File: config.mk
export PLATFORM = sky130hd
export DESIGN_NAME = id_ex_stage_flat
export DESIGN_NICKNAME = d
export VERILOG_FILES = /design/src/rtl/id_ex_stage_if.sv /design/src/rtl/id_ex_stage.sv /design/src/flat_wrapper.sv
export SDC_FILE = /design/constraint.sdc
export NUM_CORES = 1
export LEC_CHECK = 0
export BUFFER_PORTS_ARGS = -buffer_cell sky130_fd_sc_hd__buf_4
export CAP_MARGIN = 20
export CORE_MARGIN = 1
export CORE_UTILIZATION = 40
export CTS_BUF_LIST = sky130_fd_sc_hd__clkbuf_2
export CTS_CLUSTER_DIAMETER = 30
export DETAILED_ROUTE_END_ITERATION = 16
export PLACE_DENSITY = 0.7
export SYNTH_ARGS = -nofsm -noshare
export SYNTH_HDL_FRONTEND = slang
export SYNTH_SLANG_ARGS = --single-unit
File: constraint.sdc
create_clock -name aclk -period 6.7 [get_ports aclk]
set_clock_uncertainty 0.2 [all_clocks]
set_input_delay 0.335 -clock aclk [delete_from_list [all_inputs] [get_ports aclk]]
set_output_delay 0.335 -clock aclk [all_outputs]
set_load 0.02 [all_outputs]
File: src/rtl/id_ex_stage_if.sv
`default_nettype none
// ============================================================================
// Module      : id_ex_stage_if
// Description : Bundle of the ID->EX handshake, the hazard-unit controls and
//               the EX-side fields returned to the hazard unit and MEM.
//               The slave modport is the EX pipeline register; the master
//               modport is the producer side (decode, hazard unit, MEM).
// Revision    : 1.0 - initial release
// ============================================================================
interface id_ex_stage_if #(
    parameter int PAYLOAD_W = 128
);
    // Producer side: decode stage, hazard unit, MEM stage
    logic                 id_valid_out;
    logic                 id_ready_go;
    logic                 ex_flush;
    logic [PAYLOAD_W-1:0] id_payload;
    logic [4:0]           id_rd_no;
    logic                 id_mem_read;
    logic                 id_reg_write_en;
    logic                 id_multicycle;
    logic                 mem_allow_in;

    // EX pipeline register side
    logic                 ex_allow_in;
    logic                 ex_valid_out;
    logic [PAYLOAD_W-1:0] ex_payload;
    logic [4:0]           ex_rd_no;
    logic                 ex_mem_read;
    logic                 ex_reg_write_en;
    logic                 ex_busy;

    modport slave (
        input  id_valid_out, id_ready_go, ex_flush, id_payload, id_rd_no,
               id_mem_read, id_reg_write_en, id_multicycle, mem_allow_in,
        output ex_allow_in, ex_valid_out, ex_payload, ex_rd_no,
               ex_mem_read, ex_reg_write_en, ex_busy
    );

    modport master (
        output id_valid_out, id_ready_go, ex_flush, id_payload, id_rd_no,
               id_mem_read, id_reg_write_en, id_multicycle, mem_allow_in,
        input  ex_allow_in, ex_valid_out, ex_payload, ex_rd_no,
               ex_mem_read, ex_reg_write_en, ex_busy
    );
endinterface
`default_nettype wire

File: src/rtl/id_ex_stage.sv
`default_nettype none
// ============================================================================
// Module      : id_ex_stage
// Description : ID->EX pipeline register with valid/allow_in handshake.
//               Multi-cycle ops are held in EX for MC_LAT cycles by an
//               occupancy counter that back-pressures ID. Hazard-visible
//               fields are forced to zero while EX is empty.
//               Optional macro EX_PERF_CNT_EN adds stall/bubble counters.
//               CNT_W must satisfy 2**CNT_W > MC_LAT.
// Revision    : 1.0 - initial release
// ============================================================================
module id_ex_stage #(
    parameter int PAYLOAD_W = 128,
    parameter int MC_LAT    = 4,
    parameter int CNT_W     = 4
) (
    input  wire            aclk,
    input  wire            resetn,
    id_ex_stage_if.slave   bus
`ifdef EX_PERF_CNT_EN
    ,
    output logic [31:0]    ex_stall_cycles,
    output logic [31:0]    ex_bubble_cycles
`endif
);

    // Value loaded into the counter for a multi-cycle op; MC_LAT==1 means
    // the op finishes like a single-cycle one.
    localparam logic [CNT_W-1:0] c_MC_LOAD = (MC_LAT > 1) ? CNT_W'(MC_LAT - 1) : '0;

    logic                 r_valid;
    logic [CNT_W-1:0]     r_cnt;
    logic [PAYLOAD_W-1:0] r_payload;
    logic [4:0]           r_rd_no;
    logic                 r_mem_read;
    logic                 r_reg_write_en;

    logic                 w_ready_go;
    logic                 w_valid_out;
    logic                 w_allow_in;
    logic                 w_accept;

    assign w_ready_go  = (r_cnt == '0);
    assign w_valid_out = r_valid & w_ready_go;
    assign w_allow_in  = ~r_valid | (w_ready_go & bus.mem_allow_in);
    assign w_accept    = bus.id_valid_out & bus.id_ready_go & w_allow_in & ~bus.ex_flush;

    // Valid bit: flush wins; otherwise refill (or bubble) whenever EX can accept
    always_ff @(posedge aclk or negedge resetn) begin
        if (!resetn) begin
            r_valid <= 1'b0;
        end else if (bus.ex_flush) begin
            r_valid <= 1'b0;
        end else if (w_allow_in) begin
            r_valid <= bus.id_valid_out & bus.id_ready_go;
        end
    end

    // Instruction fields capture only on a real accept and otherwise hold
    always_ff @(posedge aclk or negedge resetn) begin
        if (!resetn) begin
            r_payload      <= '0;
            r_rd_no        <= '0;
            r_mem_read     <= 1'b0;
            r_reg_write_en <= 1'b0;
        end else if (w_accept) begin
            r_payload      <= bus.id_payload;
            r_rd_no        <= bus.id_rd_no;
            r_mem_read     <= bus.id_mem_read;
            r_reg_write_en <= bus.id_reg_write_en;
        end
    end

    // Occupancy counter: load on accept, count down while occupied, clear on flush
    always_ff @(posedge aclk or negedge resetn) begin
        if (!resetn) begin
            r_cnt <= '0;
        end else if (bus.ex_flush) begin
            r_cnt <= '0;
        end else if (w_accept) begin
            r_cnt <= bus.id_multicycle ? c_MC_LOAD : '0;
        end else if (r_valid && (r_cnt != '0)) begin
            r_cnt <= r_cnt - CNT_W'(1);
        end
    end

    assign bus.ex_allow_in     = w_allow_in;
    assign bus.ex_valid_out    = w_valid_out;
    assign bus.ex_payload      = r_payload;
    // An empty EX must never look like a producer of a real register
    assign bus.ex_rd_no        = r_valid ? r_rd_no : 5'd0;
    assign bus.ex_mem_read     = r_valid & r_mem_read;
    assign bus.ex_reg_write_en = r_valid & r_reg_write_en;
    assign bus.ex_busy         = r_valid & (r_cnt != '0);

`ifdef EX_PERF_CNT_EN
    logic r_unused_perf;
    // Stall and bubble occupancy counters, free-running with wrap-around
    always_ff @(posedge aclk or negedge resetn) begin
        if (!resetn) begin
            ex_stall_cycles  <= '0;
            ex_bubble_cycles <= '0;
        end else begin
            if ((r_valid & ~w_valid_out) | (r_valid & w_valid_out & ~bus.mem_allow_in)) begin
                ex_stall_cycles <= ex_stall_cycles + 32'd1;
            end
            if (~r_valid & ~bus.ex_flush) begin
                ex_bubble_cycles <= ex_bubble_cycles + 32'd1;
            end
        end
    end
`endif

endmodule
`default_nettype wire

File: src/flat_wrapper.sv
// flat-port wrapper written by rule: the top's interface ports become plain ports
module id_ex_stage_flat 
#(
    parameter int PAYLOAD_W = 128,
    parameter int MC_LAT    = 4,
    parameter int CNT_W     = 4
)
  (aclk, resetn, bus_id_valid_out, bus_id_ready_go, bus_ex_flush, bus_id_payload, bus_id_rd_no, bus_id_mem_read, bus_id_reg_write_en, bus_id_multicycle, bus_mem_allow_in, bus_ex_allow_in, bus_ex_valid_out, bus_ex_payload, bus_ex_rd_no, bus_ex_mem_read, bus_ex_reg_write_en, bus_ex_busy);
  id_ex_stage_if #(.PAYLOAD_W(PAYLOAD_W)) bus_i ();
  input  wire aclk;
  input  wire resetn;
  input wire logic [$bits(bus_i.id_valid_out)-1:0] bus_id_valid_out;
  input wire logic [$bits(bus_i.id_ready_go)-1:0] bus_id_ready_go;
  input wire logic [$bits(bus_i.ex_flush)-1:0] bus_ex_flush;
  input wire logic [$bits(bus_i.id_payload)-1:0] bus_id_payload;
  input wire logic [$bits(bus_i.id_rd_no)-1:0] bus_id_rd_no;
  input wire logic [$bits(bus_i.id_mem_read)-1:0] bus_id_mem_read;
  input wire logic [$bits(bus_i.id_reg_write_en)-1:0] bus_id_reg_write_en;
  input wire logic [$bits(bus_i.id_multicycle)-1:0] bus_id_multicycle;
  input wire logic [$bits(bus_i.mem_allow_in)-1:0] bus_mem_allow_in;
  output wire logic [$bits(bus_i.ex_allow_in)-1:0] bus_ex_allow_in;
  output wire logic [$bits(bus_i.ex_valid_out)-1:0] bus_ex_valid_out;
  output wire logic [$bits(bus_i.ex_payload)-1:0] bus_ex_payload;
  output wire logic [$bits(bus_i.ex_rd_no)-1:0] bus_ex_rd_no;
  output wire logic [$bits(bus_i.ex_mem_read)-1:0] bus_ex_mem_read;
  output wire logic [$bits(bus_i.ex_reg_write_en)-1:0] bus_ex_reg_write_en;
  output wire logic [$bits(bus_i.ex_busy)-1:0] bus_ex_busy;
  assign bus_i.id_valid_out = bus_id_valid_out;
  assign bus_i.id_ready_go = bus_id_ready_go;
  assign bus_i.ex_flush = bus_ex_flush;
  assign bus_i.id_payload = bus_id_payload;
  assign bus_i.id_rd_no = bus_id_rd_no;
  assign bus_i.id_mem_read = bus_id_mem_read;
  assign bus_i.id_reg_write_en = bus_id_reg_write_en;
  assign bus_i.id_multicycle = bus_id_multicycle;
  assign bus_i.mem_allow_in = bus_mem_allow_in;
  assign bus_ex_allow_in = bus_i.ex_allow_in;
  assign bus_ex_valid_out = bus_i.ex_valid_out;
  assign bus_ex_payload = bus_i.ex_payload;
  assign bus_ex_rd_no = bus_i.ex_rd_no;
  assign bus_ex_mem_read = bus_i.ex_mem_read;
  assign bus_ex_reg_write_en = bus_i.ex_reg_write_en;
  assign bus_ex_busy = bus_i.ex_busy;
  id_ex_stage #(.PAYLOAD_W(PAYLOAD_W), .MC_LAT(MC_LAT), .CNT_W(CNT_W)) u_core (.aclk(aclk), .resetn(resetn), .bus(bus_i));
endmodule
# [Word level (Yosys, flattened, before mapping)]
# Index checks and enable logic that the tools add are counted.
# W data, S select, Z words.
[op_classes] add_sub_neg=1 reduce_logical=5 mux=7 n_bitwise=11
[ops] operator="$mux W4" count=3
[ops] operator="$and A1 B1 Y1" count=8
[ops] operator="$mux W5" count=1
[ops] operator="$logic_not A4 Y1" count=1
[ops] operator="$reduce_bool A4 Y1" count=1
[ops] operator="$sub A4 B1 Y4 const B" count=1
[ops] operator="$reduce_bool A3 Y1" count=1
[ops] operator="$mux W1" count=2
[ops] operator="$mux W2" count=1
[ops] operator="$not A1 Y1" count=2
[ops] operator="$reduce_bool A2 Y1" count=1
[ops] operator="$logic_and A1 B1 Y1" count=1
[ops] operator="$or A1 B1 Y1" count=1
[word_totals] wordCells=30 regBits=140 output_inout_bits=138 input_bits=142

# [Longest topological paths before layout]
[depth] word_depth=7 depth_mapped=8 depth_no_buf=6

# [Worst setup path after synthesis]
# No wires, ideal clock.
[synth_timing] kind="register to register" from="register u_core.r_cnt[0]" to="register u_core.r_payload[0] (netlist: u_core.bus.ex_payload[0])" path_buffers=2 t_arrival_ns=1.783 setup_ns=0.125 stages_incl_launch_ff=8 path_slack_ns=4.592 required_time_ns=6.375 path_cell_list="dfrtp_1 inv_1 ha_1 nand4bb_4 a211oi_4 buf_12 buf_12 mux2_4"
[synth_via] elab_chain_len=5
[synth_lines] element="start: declaration" line="id_ex_stage.sv:32" rtl="logic [CNT_W-1:0] r_cnt;"
[synth_lines] element="start signal: assignment" line="id_ex_stage.sv:81" rtl="r_cnt <= bus.id_multicycle ? c_MC_LOAD : '0;"
[synth_lines] element="start signal: assignment" line="id_ex_stage.sv:83" rtl="r_cnt <= r_cnt - CNT_W'(1);"
[synth_lines] element="$logic_not A4 Y1" line="id_ex_stage.sv:43" rtl="assign w_ready_go = (r_cnt == '0);"
[synth_lines] element="$and A1 B1 Y1" line="id_ex_stage.sv:45" rtl="assign w_allow_in = ~r_valid | (w_ready_go & bus.mem_allow_in);"
[synth_lines] element="$or A1 B1 Y1" line="id_ex_stage.sv:45"
[synth_lines] element="$and A1 B1 Y1 (2 in series)" line="id_ex_stage.sv:46" rtl="assign w_accept = bus.id_valid_out & bus.id_ready_go & w_allow_in & ~bus.ex_flush;"
[synth_lines] element="end signal: assignment" line="id_ex_stage.sv:67" rtl="r_payload <= bus.id_payload;"
[synth_lines] element="end: declaration" line="id_ex_stage.sv:33" rtl="logic [PAYLOAD_W-1:0] r_payload;"
# No other way between the ends.
# A chain may end at the register's enable or synchronous reset.

# [Final worst setup path]
[layout_timing] from="register u_core.r_cnt[0]" to="register u_core.r_payload[90] (netlist: u_core.bus.ex_payload[90])"
# The elaborated chain is that of the path after synthesis.

==> flow_metrics.env <==
export IMPL_endpoint_kind="register"
export IMPL_vias=4413
export IMPL_dieArea_mm2=0.0153
export IMPL_cts_resized=0
export IMPL_gp_congestion=0.773
export IMPL_powerDensity_mw_per_mm2=272
export IMPL_fmax_mhz=305
export IMPL_finalSetupTns_ns=0
export IMPL_post_cts_buffers=0
export IMPL_die_w_um=124
export IMPL_finalWorstSetupSlack_ns=3.42
export IMPL_hp_class="primary input to register"
export IMPL_met2_usage_pct=38.2
export IMPL_synth_area_leaders="dfrtp_1, mux2_4, mux2_2"
export IMPL_syn_nets=474
export IMPL_diodes=0
export IMPL_p_int_uw=1790
export IMPL_drt_iter0_drc=167
export IMPL_ys_seq_elements=140
export IMPL_clk_pin_slew_ns=0.19
export IMPL_cts_hold_buffers_added=147
export IMPL_post_route_util_pct=67.2
export IMPL_synth_edf_count=0
export IMPL_grt_max_degree=69
export IMPL_pwr_share_seq_pct=43.1
export IMPL_path_max_fanout=68
export IMPL_p_sw_uw=861
export IMPL_grt_overflow=0
export IMPL_layout_min_cycle_time_ns=3.28
export IMPL_p_clk_share_pct=19.3
export IMPL_cts_root_buf="clkbuf_2"
export IMPL_synthCells=330
export IMPL_grt_use_total_pct=21.5
export IMPL_slew_violations=0
export IMPL_crit_chain="inv_1, ha_1, nand4bb_4, a211oi_4, buf_4, buf_4, mux2_2"
export IMPL_ir_worst_vdd_mv=0.202
export IMPL_clockBufferDepth=2
export IMPL_dp_hpwl_mm=9.69
export IMPL_clock_sinks=140
export IMPL_yosys_warnings=0
export IMPL_final_period_utilization_pct=49.0
export IMPL_tightest_slew_ns=1.13
export IMPL_netlist_area_leader_share_pct=59.0
export IMPL_cts_tree="done"
export IMPL_place_area_mm2=0.00803
export IMPL_start_util_pct=40.9
export IMPL_grt_pass1_wl_mm=24.6
export IMPL_cts_buffers=17
export IMPL_portBuffers=279
export IMPL_slowest_stage="buf_4"
export IMPL_ys_types=26
export IMPL_synth_most_common_cell="dfrtp_1"
export IMPL_synth_common_cells="dfrtp_1, mux2_4, mux2_2, buf_12, and2_1"
export IMPL_antenna_left=0
export IMPL_antenna_found_initial=0
export IMPL_nets=907
export IMPL_crit_required_ns=7.06
export IMPL_rows=44
export IMPL_worstSetupStartpointType="register"
export IMPL_finalInstanceArea_mm2=0.00977
export IMPL_worst_skew_pair_late_latency_ns=0.67
export IMPL_final_hold_viol_count=0
export IMPL_whs_path_depth=5
export IMPL_grtUsageMet1_pct=23.1
export IMPL_postSynth_asyncResetShare_pct=100
export IMPL_grt_pass1_vias=4916
export IMPL_syn_area_per_cell_um2=18.0
export IMPL_arrival_ns=3.64
export IMPL_p_sw_share_pct=32.5
export IMPL_post_place_ws_ns=3.47
export IMPL_maxCapViolations=0
export IMPL_finalSetupViolations=0
export IMPL_leakagePower_uw=0.00475
export IMPL_crit_top_cell="buf_4"
export IMPL_combinationalPowerShare_pct=37.6
export IMPL_die_h_um=124
export IMPL_use_met3_pct=7.42
export IMPL_rr_worst_depth=7
export IMPL_slew_headroom_pct=25.0
export IMPL_status="completed"
export IMPL_wl_per_cell_um=17.2
export IMPL_post_route_cells_drive_above_1_share_pct=58.1
export IMPL_areaGrowthSynthToFinish_pct=64.4
export IMPL_drc=0
export IMPL_yosys_most_used_dff="dfrtp_1"
export IMPL_core_area_mm2=0.0145
export IMPL_seq_area_frac_synth_pct=59.0
export IMPL_path_class="register to register"
export IMPL_io_pins=280
export IMPL_drt_wl_total_mm=16.5
export IMPL_slowest_delay_ns=0.88
export IMPL_grt_busiest_layer="met2"
export IMPL_grt_setup_unrepaired="no"
export IMPL_ctsHtreeMaxLevel=4
export IMPL_via_per_inst=4.60
export IMPL_mappedNetlistArea_mm2=0.00594
export IMPL_firstDrtPassIters=6
export IMPL_yosys_area_top_type="dfrtp_1"
cell type report:
type                       count  area, um^2
clock buffer                  19        95.1
clock inverter                13         150
fill                        1026        4770
inverter                       4        15.0
multi-input combinational    170        2160
sequential                   140        3500
tap                          184         230
timing repair buffer         430        3620
kinds of logic (layout without fill, tap and decap cells):
logic type | Yosys count | in the layout | share of synthesized area [%]
flops | 140 | 140 | 59.0
simple gates | 21 | 21 | 2.34
buf+inv | 20 | 466 | 4.72
mux | 135 | 135 | 31.9
compound gates | 12 | 12 | 1.64
fa+ha+maj | 2 | 2 | 0.421
cell usage in the layout (no fill, tap or decap):
master         instances
nand2b_1               2
nor3_1                 1
mux2_4               100
ha_1                   2
a211oi_1               2
and2_1                 9
clkinv_2               4
a32oi_1                1
o311a_1                1
a22oi_1                1
nand4bb_4              1
buf_16                 1
buf_4                282
dlygate4sd3_1        146
a21oi_1                3
buf_6                  1
inv_1                  4
o21bai_1               1
clkbuf_2              19
a211oi_4               1
nand2_1                5
nor2_1                 1
a2bb2oi_1              1
or3b_1                 1
o21ai_0                1
bufinv_16              3
mux2_2                35
dfrtp_1              140
clkinvlp_4             2
clkinv_4               2
nor4_1                 1
clkinv_1               2
worst max-delay path: cells and delay by family, from the launching register on:
kind	cells	cell delay, ns
buffers and inverters	3	1.39
flip-flops	1	0.44
multiplexers	1	0.42
AO/OA/AOI/OAI	1	0.27
adder cells (fa/ha/maj)	1	0.24
AND/OR/NAND/NOR	1	0.14
power by group through the flow:
| stage | combinational, uW | clock (uW) | sequential (uW) |
|---|---|---|---|
| final | 998 | 511 | 1140 |
| after global routing | 1050 | 571 | 1170 |
| after global placement | 904 | 0 | 1150 |
| after CTS | 996 | 536 | 1140 |
| after floorplan | 297 | 0 | 1350 |
| after detailed placement | 920 | 0 | 1150 |
state kept, by name, summed over array words and instances (netlist names):
| name | count |
|---|---|
| u_core.r_reg_write_en | 1 |
| u_core.r_cnt | 4 |
| u_core.bus.ex_payload | 128 |
| u_core.r_mem_read | 1 |
| u_core.r_valid | 1 |
| u_core.r_rd_no | 5 |
metrics by stage:
step	hold WS, ns	power [uW]	instances
4_1_cts	0.0164	2670	960
6_report	0.153	2650	960
3_5_place_dp	0.233	2070	781
2_1_floorplan	-0.161	1650	330
5_1_grt	0.0943	2790	960
3_3_place_gp	0.226	2050	781
layer usage:
layer	wire length [um]	vias to the layer above
li1	-	2028
met1	6140	2164
met2	8650	186
met3	1280	35
met4	428	0
met5	0	-
worst paths after layout:
path,endpoint,from,slack (ns)
setup / recovery,u_core.bus.ex_payload[90],u_core.r_cnt[0],3.42
hold / removal,u_core.r_cnt[2],bus_id_valid_out,0.15
setup reg to reg,u_core.bus.ex_payload[90],u_core.r_cnt[0],3.42
hold reg to reg,u_core.bus.ex_payload[49],u_core.bus.ex_payload[49],0.33
max in group asynchronous,u_core.bus.ex_payload[35],resetn,4.88
min in group asynchronous,u_core.bus.ex_payload[9],resetn,0.42
Power figures use the tool's default switching activity.
